--- src/rtl/relu_grad_gate.sv ---
// relu_grad_gate
//   Backward-pass gradient gate for the pipelined ReLU activation unit.
//   The forward pass records one mask bit per activation (1 when x > 0)
//   into a small FIFO. The backward pass pops those bits in the same order
//   and either passes the upstream gradient through or forces it to +0.0.
//
// Ports
//   clk, rst_n            : rising-edge clock, asynchronous active-low reset
//   fwd_valid/ready/x     : forward activation stream (mask writer side)
//   bwd_valid/ready/grad  : upstream gradient stream dL/dy
//   out_valid/ready/grad  : gated gradient stream dL/dx (registered, 1 cycle)
//   mask_count            : number of mask bits currently held (0..DEPTH)
//   flush                 : synchronous clear of FIFO and output register
module relu_grad_gate #(
  parameter int DATA_W = 32,
  parameter int DEPTH  = 16,
  parameter int CNT_W  = 5
) (
  input  logic              clk,
  input  logic              rst_n,
  input  logic              fwd_valid,
  output logic              fwd_ready,
  input  logic [DATA_W-1:0] fwd_x,
  input  logic              bwd_valid,
  output logic              bwd_ready,
  input  logic [DATA_W-1:0] bwd_grad,
  output logic              out_valid,
  input  logic              out_ready,
  output logic [DATA_W-1:0] out_grad,
  output logic [CNT_W-1:0]  mask_count,
  input  logic              flush
);

  localparam int PTR_W = $clog2(DEPTH);

  logic [DEPTH-1:0] mask_mem;
  logic [PTR_W-1:0] wr_ptr;
  logic [PTR_W-1:0] rd_ptr;
  logic             push;
  logic             pop;
  logic             fwd_mask;
  logic             rd_mask;

  // Strictly positive: sign clear and not +0.0. +Inf and +NaN count as
  // positive, every negative encoding (including -NaN) does not.
  assign fwd_mask = ~fwd_x[DATA_W-1] & (|fwd_x[DATA_W-2:0]);

  // fwd_ready looks only at occupancy, so a full FIFO refuses a push even
  // when a pop happens in the same cycle. bwd_ready never bypasses an empty
  // FIFO and stalls while the output register is holding an unaccepted word.
  assign fwd_ready = (mask_count != CNT_W'(DEPTH));
  assign bwd_ready = (mask_count != '0) & (~out_valid | out_ready);

  // flush wins over both handshakes.
  assign push = fwd_valid & fwd_ready & ~flush;
  assign pop  = bwd_valid & bwd_ready & ~flush;

  assign rd_mask = mask_mem[rd_ptr];

  // Mask storage carries no reset; pointers and count define what is valid.
  always_ff @(posedge clk) begin
    if (push) begin
      mask_mem[wr_ptr] <= fwd_mask;
    end
  end

  // Pointers wrap naturally because DEPTH is a power of two.
  always_ff @(posedge clk or negedge rst_n) begin
    if (!rst_n) begin
      wr_ptr     <= '0;
      rd_ptr     <= '0;
      mask_count <= '0;
    end else if (flush) begin
      wr_ptr     <= '0;
      rd_ptr     <= '0;
      mask_count <= '0;
    end else begin
      if (push) begin
        wr_ptr <= wr_ptr + PTR_W'(1);
      end
      if (pop) begin
        rd_ptr <= rd_ptr + PTR_W'(1);
      end
      case ({push, pop})
        2'b10:   mask_count <= mask_count + CNT_W'(1);
        2'b01:   mask_count <= mask_count - CNT_W'(1);
        default: mask_count <= mask_count;
      endcase
    end
  end

  // Output register: a pop loads the gated gradient; otherwise an accepted
  // word retires and out_grad keeps its last value.
  always_ff @(posedge clk or negedge rst_n) begin
    if (!rst_n) begin
      out_valid <= 1'b0;
      out_grad  <= '0;
    end else if (flush) begin
      out_valid <= 1'b0;
      out_grad  <= '0;
    end else if (pop) begin
      out_valid <= 1'b1;
      out_grad  <= rd_mask ? bwd_grad : '0;
    end else if (out_ready) begin
      out_valid <= 1'b0;
    end
  end

endmodule

--- config.mk ---
export PLATFORM = sky130hd
export DESIGN_NAME = relu_grad_gate
export DESIGN_NICKNAME = d
export VERILOG_FILES = /design/src/rtl/relu_grad_gate.sv
export SDC_FILE = /design/constraint.sdc
export NUM_CORES = 1
export LEC_CHECK = 0
export CORE_MARGIN = 4
export CORE_UTILIZATION = 45
export DETAILED_ROUTE_END_ITERATION = 10
export PLACE_DENSITY = 0.8
export SLEW_MARGIN = 10
export SYNTH_ARGS = -nofsm -noshare
export SYNTH_HDL_FRONTEND = slang
export SYNTH_SLANG_ARGS = --single-unit
--- constraint.sdc ---
create_clock -name clk -period 5.1 [get_ports clk]
set_input_delay 0.51 -clock clk [delete_from_list [all_inputs] [get_ports clk]]
set_output_delay 0.51 -clock clk [all_outputs]
set_load 0.01 [all_outputs]
* Word level (Yosys, flattened, before mapping)
Cells that the tools add are included.
** Word-level totals
- Output and inout bits :: 40
- Word-level logic and storage cells :: 50
- Input bits :: 70
- Register bits :: 62
** Cells by class
- Bitwise logic cells :: 10
- Equal/unequal tests :: 3
- Multiplexer cells :: 17
- Order comparisons :: 3
- Reduce and logical (&&, ||, !) cells :: 7
- Add/subtract/negate cells :: 4
** Operators by type and width (count)
- $mux 32 :: 3
- $reduce_or 31->1 :: 1
- $bwmux 16 :: 1
- $mux 4 :: 4
- $lt 4x5->1 const B :: 2
- $pmux 5 s2 :: 1
- $add 4x1->4 const B :: 2
- $and 1x1->1 :: 6
- $reduce_bool 3->1 :: 2
- $add 5x1->5 const B :: 1
- $mux 1 :: 5
- $mux 5 :: 1
- $ne 5x5->1 const B :: 1
- $reduce_bool 5->1 :: 1
- $sub 5x1->5 const B :: 1
- $bmux 1 s4 :: 1
- $demux 1 s4 :: 1
- $ge 4x1->1 const B :: 1
- $reduce_bool 2->1 :: 2
- $not 1->1 :: 3
- $eq 2x1->1 const B :: 1
- $eq 2x2->1 const B :: 1
- $logic_and 1x1->1 :: 1
- $or 1x1->1 :: 1

* Logic depth before layout (Yosys ltp)
Gate-level depths: netlist of run 1.
- Depth after elaboration :: 8
- Mapped depth :: 10
- Depth with buffers taken out :: 10

* Least setup slack after synthesis of run 1
No wires, ideal clock.
- Path type :: reg2reg
- From :: register mask_count[1]
- To :: register mask_count[4]
- Cell stages (with the launch flop) :: 11
- Data required time :: 5.018 ns
- Setup slack :: 2.283 ns
- Clock period less this slack :: 2.817 ns
- Library setup time :: 0.082 ns
- Data arrival time :: 2.735 ns
- Buffers on the path :: 0
- Path through :: dfrtp_1 nor4_2 a21boi_2 or3_1 inv_1 ha_1 nor2b_1 o21a_1 o211ai_1 o311ai_0 a31oi_1
** On the way
- Word-level cells in the longest chain between the ends :: 7
- Elaborated cells on any way between the ends :: 14
- Classes of those cells :: 2 x add/sub; 3 x eq/ne; 2 x mux; 5 x bitwise; 2 x reduce/logical
** Ends and longest elaborated chain
- from (decl) :: line 30 : output logic [CNT_W-1:0] mask_count,
- from (signal assigned) :: line 85 : 2'b10: mask_count <= mask_count + CNT_W'(1);
- from (signal assigned) :: line 86 : 2'b01: mask_count <= mask_count - CNT_W'(1);
- from (signal assigned) :: line 87 : default: mask_count <= mask_count;
- $reduce_bool 5->1 :: line 52 : assign bwd_ready = (mask_count != '0) & (~out_valid | out_ready);
- $and 1x1->1 :: line 52
- $and 1x1->1 (2 in a row) :: line 56 : assign pop = bwd_valid & bwd_ready & ~flush;
- $eq 2x1->1 / $eq 2x2->1 (equally long branches) :: line 84 : case ({push, pop})
- $pmux 5 s2 :: line 84
- $mux 5 :: line 73 : end else if (flush) begin
Several ways; a longest one is shown, not always the timed one.
A chain may end at the register's enable or synchronous reset.

* Worst setup path in the final report of run 1
Same ends and word-level chain as after synthesis.

==> metrics.yaml, run 1 <==
floorplanning:
  io_pins: 110
  fp.dieH_um: 89.5
  dieWidth_um: 89.5
  rows: 29
  initial_core_util_pct: 46.8
  core_sq_mm: 0.00639
  dieArea_sq_mm: 0.00800
layout:
  layout-drive-gt1-share_pct: 7.48
  nNetsFinal: 475
  syn_to_final_growth_pct: 44.7
  antenna_cells: 0
synth:
  synth.area.top_cells: "dfrtp_1 39%, edfxtp_1 16%, a21oi_1 6.0%, nand2_1 5.4%, nand3_1 5.4%"
  synth_edf_count: 16
  yosys_warnings: 0
  yosysUniqueCellTypes: 40
  synth_top_cell_by_area: "dfrtp_1"
  yosys.area.top_type_share_pct: 38.5
  ys_ff_latch: 62
  synth_ff_type: "dfrtp_1"
  seq_area_frac_synth_pct: 54.6
  syn_inst: 293
  syn-num-nets: 372
  synth_area_sq_mm: 0.00299
  syn_avg_cell_area_sq_um: 10.2
  async_flop_share_pct: 74.2
sta:
  finClkSkew_ns: 0.00527
  layout_min_cycle_time_ns: 3.54
  fmax_mhz: 282
  hold_viol: 0
  finalCritPeriodShare_pct: 69.5
  slew_viol_final: 0
  setup_viol: 0
  setup_tns_ns: 0
  worstMarginPinSlew_ns: 1.11
  rsz0062_at_grt: "no"
  holdWs_ns: 0.335
  max_slew_margin_pct: 25.8
setup_path:
  startpoint_type: "register"
  r2r_slack_ns: 1.56
  cp_cell_sequence: "or4_4, o211ai_4, or3_1, inv_1, ha_1, nor2b_1, o21a_1, o211ai_1, o311ai_0, a31oi_1"
  cp_num_buf_inv: 1
  cp.required_ns: 5.36
  cpPeakStageDelay_ns: 0.76
  crit_arrival_ns: 3.80
  reg2reg_from: "mask_count[1]"
  critical_path.reg2reg.endpoint: "mask_count[4]"
  slowest_stage: "o211ai_4"
  critPathTopFamily: "compound AO/OA/AOI/OAI gates"
  crit_fanout: 36
  crit_path_end_kind: "register"
  reg2reg_depth: 10
  worstSetupPathType: "reg2reg"
route:
  wl_met1_um: 3000
  first_pass_iters: 4
  vias_per_cell: 5.40
  wl_per_cell_um: 15.2
  top_layer: "met4"
  met3_length_um: 729
  ant_nets: 0
  drcViolationCount: 0
  drt_iter0_drc: 103
  wl_met2_um: 3410
  via_count: 2581
  wl_um: 7280
global_route:
  grt-ovfl-total: 0
  grt_pass1_vias: 2576
  grt_max_degree: 49
  grt_usage_pct: 19.0
  antenna_found_initial: 0
  grt_pass1_wl_um: 11700
pwr:
  p_per_area_mw_per_mm2: 400
  vdd_drop_max_mv: 0.206
  power_mw: 1.73
  p_leak_nw: 1.68
clocking:
  cts.sinks: 62
  htree_levels: 3
  tritoncts: "built"
  clk_pin_slew_ns: 0.07
  worstSkewPairLatency_ns: 0.34
  clockBufferDepth: 2
  ctsResizeCount: 0
  cts_setup_buffers: 0
  cts_root_buffer: "clkbuf_8"
  cts_hold_buf: 0
  cts_buffers: 9
placed_design:
  dpl.hpwl_um: 5180
  portBuffers: 109
  routabilityCongestion: 0.780
hold_path:
  hp-class: "in2async"
run:
  cap_viol_max_count: 0
status:
  status: "complete, no violations"
-- state kept, by name (all words and copies together), names as in the netlist --
| name | flops |
|---|---|
| mask_mem | 16 |
| mask_count | 5 |
| rd_ptr | 4 |
| out_grad | 32 |
| wr_ptr | 4 |
| out_valid | 1 |
-- layout make-up --
cell class                 count  area [sq um]
inverter                       6          22.5
clock inverter                 5          53.8
sequential                    62          1630
multi-input combinational    206          1250
tap                           77          96.3
timing repair buffer         111          1100
fill                         478          2060
clock buffer                  11           163
-- synth_stat cells (2+ instances only) --
master	n
dfrtp_1	46
nand2_1	43
a21oi_1	36
nand3_1	32
nor2_1	26
edfxtp_1	16
clkbuf_1	11
ha_1	8
nor4_1	8
nor3_1	7
buf_2	6
inv_1	6
mux2i_1	5
mux4_2	4
nand4_1	4
xnor2_1	4
xor2_1	4
nand2b_1	3
nor2b_1	2
o21a_1	2
-- layer usage --
layer	vias up	track usage, %
met5	-	0
met4	0	7.71
met3	12	5.62
met2	115	31.5
met1	1218	23.1
li1	1236	-
-- logic make-up (layout without fill, tap and decap cells) --
kind of cell	count (synthesis)	count (layout)	synth area share (%)
simple gates	130	130	20.3
flops	62	62	54.6
compound gates	49	49	9.93
buf+inv	25	133	3.52
fa+ha+maj	9	9	4.02
xor+xnor	9	9	2.89
mux	9	9	4.69
-- where the power goes --
part / internal (mW) / switching (mW)
clock: 0.267 / 0.187
sequential: 0.574 / 0.0656
combinational: 0.305 / 0.330
total: 1.15 / 0.582
-- cells in the final DEF (no fill, tap or decap), types with 2 or more instances in the layout --
cell             instances
ha_1                     8
inv_1                    6
clkbuf_8                10
a21oi_1                 36
nor2b_1                  2
nand2_1                 43
xnor2_1                  4
mux2i_1                  4
dfrtp_1                 46
nand3_1                 32
nor4_1                   8
nor2_1                  26
edfxtp_1                16
clkdlybuf4s50_1        108
mux4_2                   4
o21a_1                   2
xor2_1                   4
nand4_1                  4
buf_4                    2
nand2b_1                 3
nor3_1                   7
clkinv_2                 2
-- worst max-delay path by stage --
stage | from | endpoint | cells past startpoint
6_report | mask_count[1] | mask_count[4] | 10
4_1_cts | mask_count[1] | mask_count[4] | 10
3_3_place_gp | out_ready | mask_count[4] | 11
3_5_place_dp | out_ready | mask_count[4] | 11
2_1_floorplan | mask_count[1] | mask_count[4] | 10
5_1_grt | mask_count[1] | mask_count[4] | 10
-- metrics by stage --
stage	utilization, %	setup slack, ns	std cells	area, sq um
floorplan	-	2.28	293	2990
global placement	64.3	1.74	462	4110
detailed placement	64.3	1.59	462	4110
CTS	67.7	1.62	478	4320
global route	67.7	1.37	478	4320
finish	67.7	1.56	478	4320
(Power assumes the default switching activity.)
==> run 2, diff against run 1 <==
==> constraint.sdc (replaced) <==
create_clock -name clk -period 3.3 [get_ports clk]
set_input_delay 0.33 -clock clk [delete_from_list [all_inputs] [get_ports clk]]
set_output_delay 0.33 -clock clk [all_outputs]
set_load 0.01 [all_outputs]
==> run 2 against run 1 <==
Net effect:
- setup slack worse by 1.2 ns
- fmax is 21% higher
- non-clock buffer count is 3 higher
- clock skew is 0.0027 ns higher
- global-route usage is 0.26 points lower
- hold slack worse by 0.19 ns
- utilization is 0.25 points higher
- first-iteration DRC count is 11% higher
- critical path type unchanged
==> metrics.yaml, run 2 (same netlist as run 1, synthesis figures left out) <==
setup_path:
  cp.required_ns: 3.56  # was 5.36 ns
  crit_fanout: 6  # was 36
  r2r_slack_ns: 0.37  # was 1.56 ns
  crit_arrival_ns: 3.19  # was 3.80 ns
  startpoint_type: "register"  # unchanged
  reg2reg_from: "mask_count[1]"  # unchanged
  cpPeakStageDelay_ns: 0.58  # was 0.76 ns
  reg2reg_depth: 10  # unchanged
  crit_path_end_kind: "register"  # unchanged
  slowest_stage: "nor4_2"  # was o211ai_4
  critical_path.reg2reg.endpoint: "mask_count[4]"  # unchanged
  cp_cell_sequence: "nor4_2, a21boi_2, or3_1, inv_1, ha_1, nor2b_1, o21a_1, o211ai_1, o311ai_0, a31oi_1"  # was or4_4, o211ai_4, or3_1, inv_1, ha_1, nor2b_1, o21a_1, o211ai_1, o311ai_0, a31oi_1
  worstSetupPathType: "reg2reg"  # unchanged
clocking:
  cts_setup_buffers: 0  # unchanged
  cts.sinks: 62  # unchanged
  clockBufferDepth: 2  # unchanged
  cts_root_buffer: "clkbuf_8"  # unchanged
  htree_levels: 3  # unchanged
  worstSkewPairLatency_ns: 0.34  # about the same
  clk_pin_slew_ns: 0.07  # about the same
  cts_buffers: 9  # unchanged
  tritoncts: "built"  # unchanged
  cts_hold_buf: 0  # unchanged
  ctsResizeCount: 0  # unchanged
route:
  ant_nets: 0  # unchanged
  wl_per_cell_um: 14.6  # was 15.2 um
  via_count: 2583  # was 2,581
  wl_um: 7010  # was 7280 um
  first_pass_iters: 4  # unchanged
  drcViolationCount: 0  # unchanged
  vias_per_cell: 5.37  # was 5.40
  drt_iter0_drc: 114  # was 103
floorplanning:
  io_pins: 110  # unchanged
  fp.dieH_um: 89.5  # unchanged
  initial_core_util_pct: 46.8  # unchanged
  core_sq_mm: 0.00639  # unchanged
  dieWidth_um: 89.5  # unchanged
  rows: 29  # unchanged
  dieArea_sq_mm: 0.00800  # unchanged
layout:
  reg_top3: "out_grad x32, mask_mem x16, mask_count x5"  # unchanged
  layout.cells.most_common: "clkdlybuf4s50_1"  # unchanged
  nNetsFinal: 478  # was 475
  layout-drive-gt1-share_pct: 8.17  # was 7.48%
  final_cells: 481  # was 478
  final_area_sq_mm: 0.00434  # was 0.00432 sq mm
  regMostFlops: "out_grad"  # unchanged
  antenna_cells: 0  # unchanged
  syn_to_final_growth_pct: 45.2  # was 44.7%
  final_cell_mix: "108 x clkdlybuf4s50_1, 46 x dfrtp_1, 43 x nand2_1"  # unchanged
  largest_reg_flops: 32  # unchanged
global_route:
  grt_usage_pct: 18.7  # was 19.0%
  antenna_found_initial: 0  # unchanged
  grt_max_degree: 48  # was 49
  grt_pass1_wl_um: 11400  # was 11,700 um
  grt_pass1_vias: 2577  # was 2,576
  grt-ovfl-total: 0  # unchanged
pwr:
  p_per_area_mw_per_mm2: 610  # was 400 mW/mm^2
  combPwrFrac_pct: 38.0  # was 36.7%
  clkPwrFrac_pct: 24.7  # was 26.3%
  power_mw: 2.65  # was 1.73 mW
  vdd_drop_max_mv: 0.332  # was 0.206 mV
  p_int_mw: 1.75  # was 1.15 mW
  p_sw_mw: 0.896  # was 0.582 mW
  p_leak_nw: 1.70  # was 1.68 nW
  pwr-share-seq_pct: 37.2  # was 37.0%
  switching_share_pct: 33.9  # was 33.7%
sta:
  setup_tns_ns: 0  # unchanged
  holdWs_ns: 0.148  # was 0.335 ns
  fmax_mhz: 341  # was 282 MHz
  hold_viol: 0  # unchanged
  finClkSkew_ns: 0.00793  # was 0.00527 ns
  rsz0062_at_grt: "no"  # unchanged
  slew_viol_final: 0  # unchanged
  finalCritPeriodShare_pct: 88.8  # was 69.5%
  max_slew_margin_pct: 34.0  # was 25.8%
  layout_min_cycle_time_ns: 2.93  # was 3.54 ns
  setup_viol: 0  # unchanged
  worstMarginPinSlew_ns: 0.989  # was 1.11 ns
status:
  status: "complete, no violations"  # unchanged
placed_design:
  dp.cells: 465  # was 462
  routabilityCongestion: 0.867  # was 0.780
  dpl.hpwl_um: 5240  # was 5180 um
  postPlaceCellArea_sq_mm: 0.00414  # was 0.00411 sq mm
  portBuffers: 109  # unchanged
hold_path:
  hp-class: "in2async"  # unchanged
run:
  cap_viol_max_count: 0  # unchanged
run 2: cell type report:
type,instances,area [sq um]
clock buffers,10,138
repair buffers,114,1140
well taps,77,96.3
multi-input cells,206,1250
fillers,482,2050
flip-flops and latches,62,1630
clock inverters,6,60.1
inverters,6,22.5
run 2: through the flow:
stage,worst slack (ns),utilization (%)
after floorplan,0.483,-
after global placement,0.486,64.8
after detailed placement,0.402,64.8
after CTS,0.382,67.9
after global routing,0.178,67.9
final,0.369,67.9
run 2: worst max path at each step:
stage,from,to,slack (ns)
5_1_grt,mask_count[0],mask_count[4],0.18
6_report,mask_count[1],mask_count[4],0.37
2_1_floorplan,mask_count[1],mask_count[4],0.48
3_5_place_dp,mask_count[1],mask_count[4],0.40
4_1_cts,mask_count[1],mask_count[4],0.38
3_3_place_gp,mask_count[1],mask_count[4],0.49
run 2: routing by layer:
layer	global-route usage [%]	routed length (um)
met4	7.58	129
met1	22.5	2760
met3	5.99	770
met2	31.1	3350
met5	0	0
run 2: power by group through the flow:
stage               Sequential (mW)  Clock [mW]  Combinational, mW
finish                        0.986       0.654               1.01
detailed placement             1.00           0               1.02
global route                   1.01       0.712               1.11
global placement              0.996           0               1.00
floorplan                      1.01           0              0.565
CTS                           0.988       0.672               1.02
run 2: critical path, delay by kind of cell, from the launching register on:
kind	cells	cell delay [ns]
flip-flops	1	0.44
adder cells (fa/ha/maj)	1	0.27
AND/OR/NAND/NOR	3	1.12
AO/OA/AOI/OAI	5	0.90
buffers and inverters	1	0.12
==> run 3, diff against run 2 <==
--- a/config.mk
+++ b/config.mk
@@ -5,6 +5,7 @@
 export SDC_FILE = /design/constraint.sdc
 export NUM_CORES = 1
 export LEC_CHECK = 0
+export CAP_MARGIN = 20
 export CORE_MARGIN = 4
 export CORE_UTILIZATION = 45
 export DETAILED_ROUTE_END_ITERATION = 10
==> run 3 against run 2 <==
Net effect:
- fmax increased by 0.14%
- sequential share of layout area decreased by 0.26 points
- global-route usage unchanged
- flip-flop and latch count unchanged
- utilization increased by 0.47 points
- combinational power about the same
- critical path depth unchanged
- non-clock buffer count increased by 2
- largest cell class unchanged
- highest routed layer unchanged
==> metrics.yaml, run 3 (same netlist as run 1, synthesis figures left out) <==
sta:
  setup_viol: 0  # unchanged
  fmax_mhz: 342  # was 341 MHz
  rsz0062_at_grt: "no"  # unchanged
  layout_min_cycle_time_ns: 2.93  # about the same
  finClkSkew_ns: 0.00789  # was 0.00793 ns
  hold_viol: 0  # unchanged
  worstMarginPinSlew_ns: 0.812  # was 0.989 ns
  setup_tns_ns: 0  # unchanged
  finalCritPeriodShare_pct: 88.7  # was 88.8%
  max_slew_margin_pct: 45.7  # was 34.0%
  slew_viol_final: 0  # unchanged
status:
  status: "complete, no violations"  # unchanged
setup_path:
  cp.required_ns: 3.56  # about the same
  r2r_slack_ns: 0.37  # about the same
  critical_path.reg2reg.endpoint: "mask_count[4]"  # unchanged
  startpoint_type: "register"  # unchanged
  crit_path_end_kind: "register"  # unchanged
  reg2reg_depth: 10  # unchanged
  worstSetupPathType: "reg2reg"  # unchanged
  crit_arrival_ns: 3.19  # about the same
  crit_fanout: 6  # unchanged
  reg2reg_from: "mask_count[1]"  # unchanged
pwr:
  vdd_drop_max_mv: 0.333  # was 0.332 mV
  power_mw: 2.65  # about the same
  p_per_area_mw_per_mm2: 608  # was 610 mW/mm^2
  p_leak_nw: 1.71  # was 1.70 nW
clocking:
  tritoncts: "built"  # unchanged
  htree_levels: 3  # unchanged
  ctsResizeCount: 0  # unchanged
  cts_buffers: 9  # unchanged
  clockBufferDepth: 2  # unchanged
  cts_hold_buf: 0  # unchanged
  clk_pin_slew_ns: 0.07  # about the same
  cts_setup_buffers: 0  # unchanged
  cts.sinks: 62  # unchanged
  worstSkewPairLatency_ns: 0.34  # about the same
  cts_root_buffer: "clkbuf_8"  # unchanged
route:
  drcViolationCount: 0  # unchanged
  first_pass_iters: 4  # unchanged
  drt_iter0_drc: 125  # was 114
  via_count: 2589  # was 2,583
  wl_um: 7040  # was 7010 um
  wl_per_cell_um: 14.6  # about the same
  ant_nets: 0  # unchanged
  vias_per_cell: 5.36  # was 5.37
run:
  cap_viol_max_count: 0  # unchanged
layout:
  layout.cells.most_common: "clkdlybuf4s50_1"  # unchanged
  syn_to_final_growth_pct: 46.3  # was 45.2%
  regMostFlops: "out_grad"  # unchanged
  largest_reg_flops: 32  # unchanged
  nNetsFinal: 480  # was 478
  num-fill-cells: 477  # was 482
  reg_top3: "out_grad x32, mask_mem x16, mask_count x5"  # unchanged
  multiInputGateArea_sq_mm: 0.00125  # unchanged
  final_cell_mix: "108 x clkdlybuf4s50_1, 46 x dfrtp_1, 43 x nand2_1"  # unchanged
  seqCellArea_sq_mm: 0.00163  # unchanged
  antenna_cells: 0  # unchanged
  layout-drive-gt1-share_pct: 8.37  # was 8.17%
floorplanning:
  fp.dieH_um: 89.5  # unchanged
  dieWidth_um: 89.5  # unchanged
  core_sq_mm: 0.00639  # unchanged
  dieArea_sq_mm: 0.00800  # unchanged
  io_pins: 110  # unchanged
  initial_core_util_pct: 46.8  # unchanged
  rows: 29  # unchanged
placed_design:
  dpl.hpwl_um: 5240  # unchanged
  portBuffers: 109  # unchanged
  routabilityCongestion: 0.867  # unchanged
global_route:
  busiest_layer: "met2"  # unchanged
  grt_max_degree: 48  # unchanged
  antenna_found_initial: 0  # unchanged
  grt-ovfl-total: 0  # unchanged
  grt_usage_pct: 18.7  # unchanged
  grt_pass1_vias: 2577  # unchanged
  use_met1_pct: 22.5  # unchanged
  grt_use_met3_pct: 5.99  # unchanged
  grtUsageMet2_pct: 31.1  # unchanged
  grt_pass1_wl_um: 11400  # unchanged
hold_path:
  hp-class: "in2async"  # unchanged
run 3: cell count changes in the layout (fill, tap and decap cells not counted):
cell           delta
buf_12            +1
dlygate4sd3_1     +1
run 3: layout make-up:
| class | instances | area share [%] |
|---|---|---|
| multi-input combinational | 206 | 28.7 |
| tap | 77 | 2.21 |
| inverter | 6 | 0.516 |
| clock inverter | 6 | 1.37 |
| sequential | 62 | 37.4 |
| timing repair buffer | 116 | 26.7 |
| clock buffer | 10 | 3.15 |
run 3: worst max-delay path: stages (launching register included):
cell and delay [ns]:
dfrtp_1 0.44, nor4_2 0.58, a21boi_2 0.12, or3_1 0.40
inv_1 0.12, ha_1 0.27, nor2b_1 0.14, o21a_1 0.22
o211ai_1 0.22, o311ai_0 0.16, a31oi_1 0.18
run 3: routing by layer:
layer / up-vias / routed length, um
met5: - / 0
li1: 1248 / -
met3: 15 / 749
met2: 113 / 3330
met1: 1213 / 2840
met4: 0 / 130
run 3: worst max path at each step:
stage | startpoint | end | slack, ns | cells past startpoint
floorplan | mask_count[1] | mask_count[4] | 0.48 | 10
global placement | mask_count[1] | mask_count[4] | 0.49 | 10
detailed placement | mask_count[1] | mask_count[4] | 0.40 | 10
CTS | mask_count[1] | mask_count[4] | 0.38 | 10
global route | mask_count[0] | mask_count[4] | 0.18 | 10
finish | mask_count[1] | mask_count[4] | 0.37 | 10
run 3: power breakdown:
part	total [mW]	internal (mW)	leakage (nW)	switching, mW
registers	0.987	0.887	0.775	0.0995
clock network	0.655	0.366	0.106	0.289
logic	1.01	0.501	0.828	0.512
total	2.65	1.75	1.71	0.900
run 3: stage by stage:
stage	cell area, sq um	hold WS [ns]	instances	setup slack (ns)	util (%)
final	4370	0.404	483	0.373	68.4
after global routing	4370	0.406	483	0.178	68.4
after CTS	4340	0.178	481	0.382	67.9
after detailed placement	4140	0.514	465	0.402	64.8
after global placement	4140	0.509	465	0.486	64.8
after floorplan	2990	0.0344	293	0.483	-
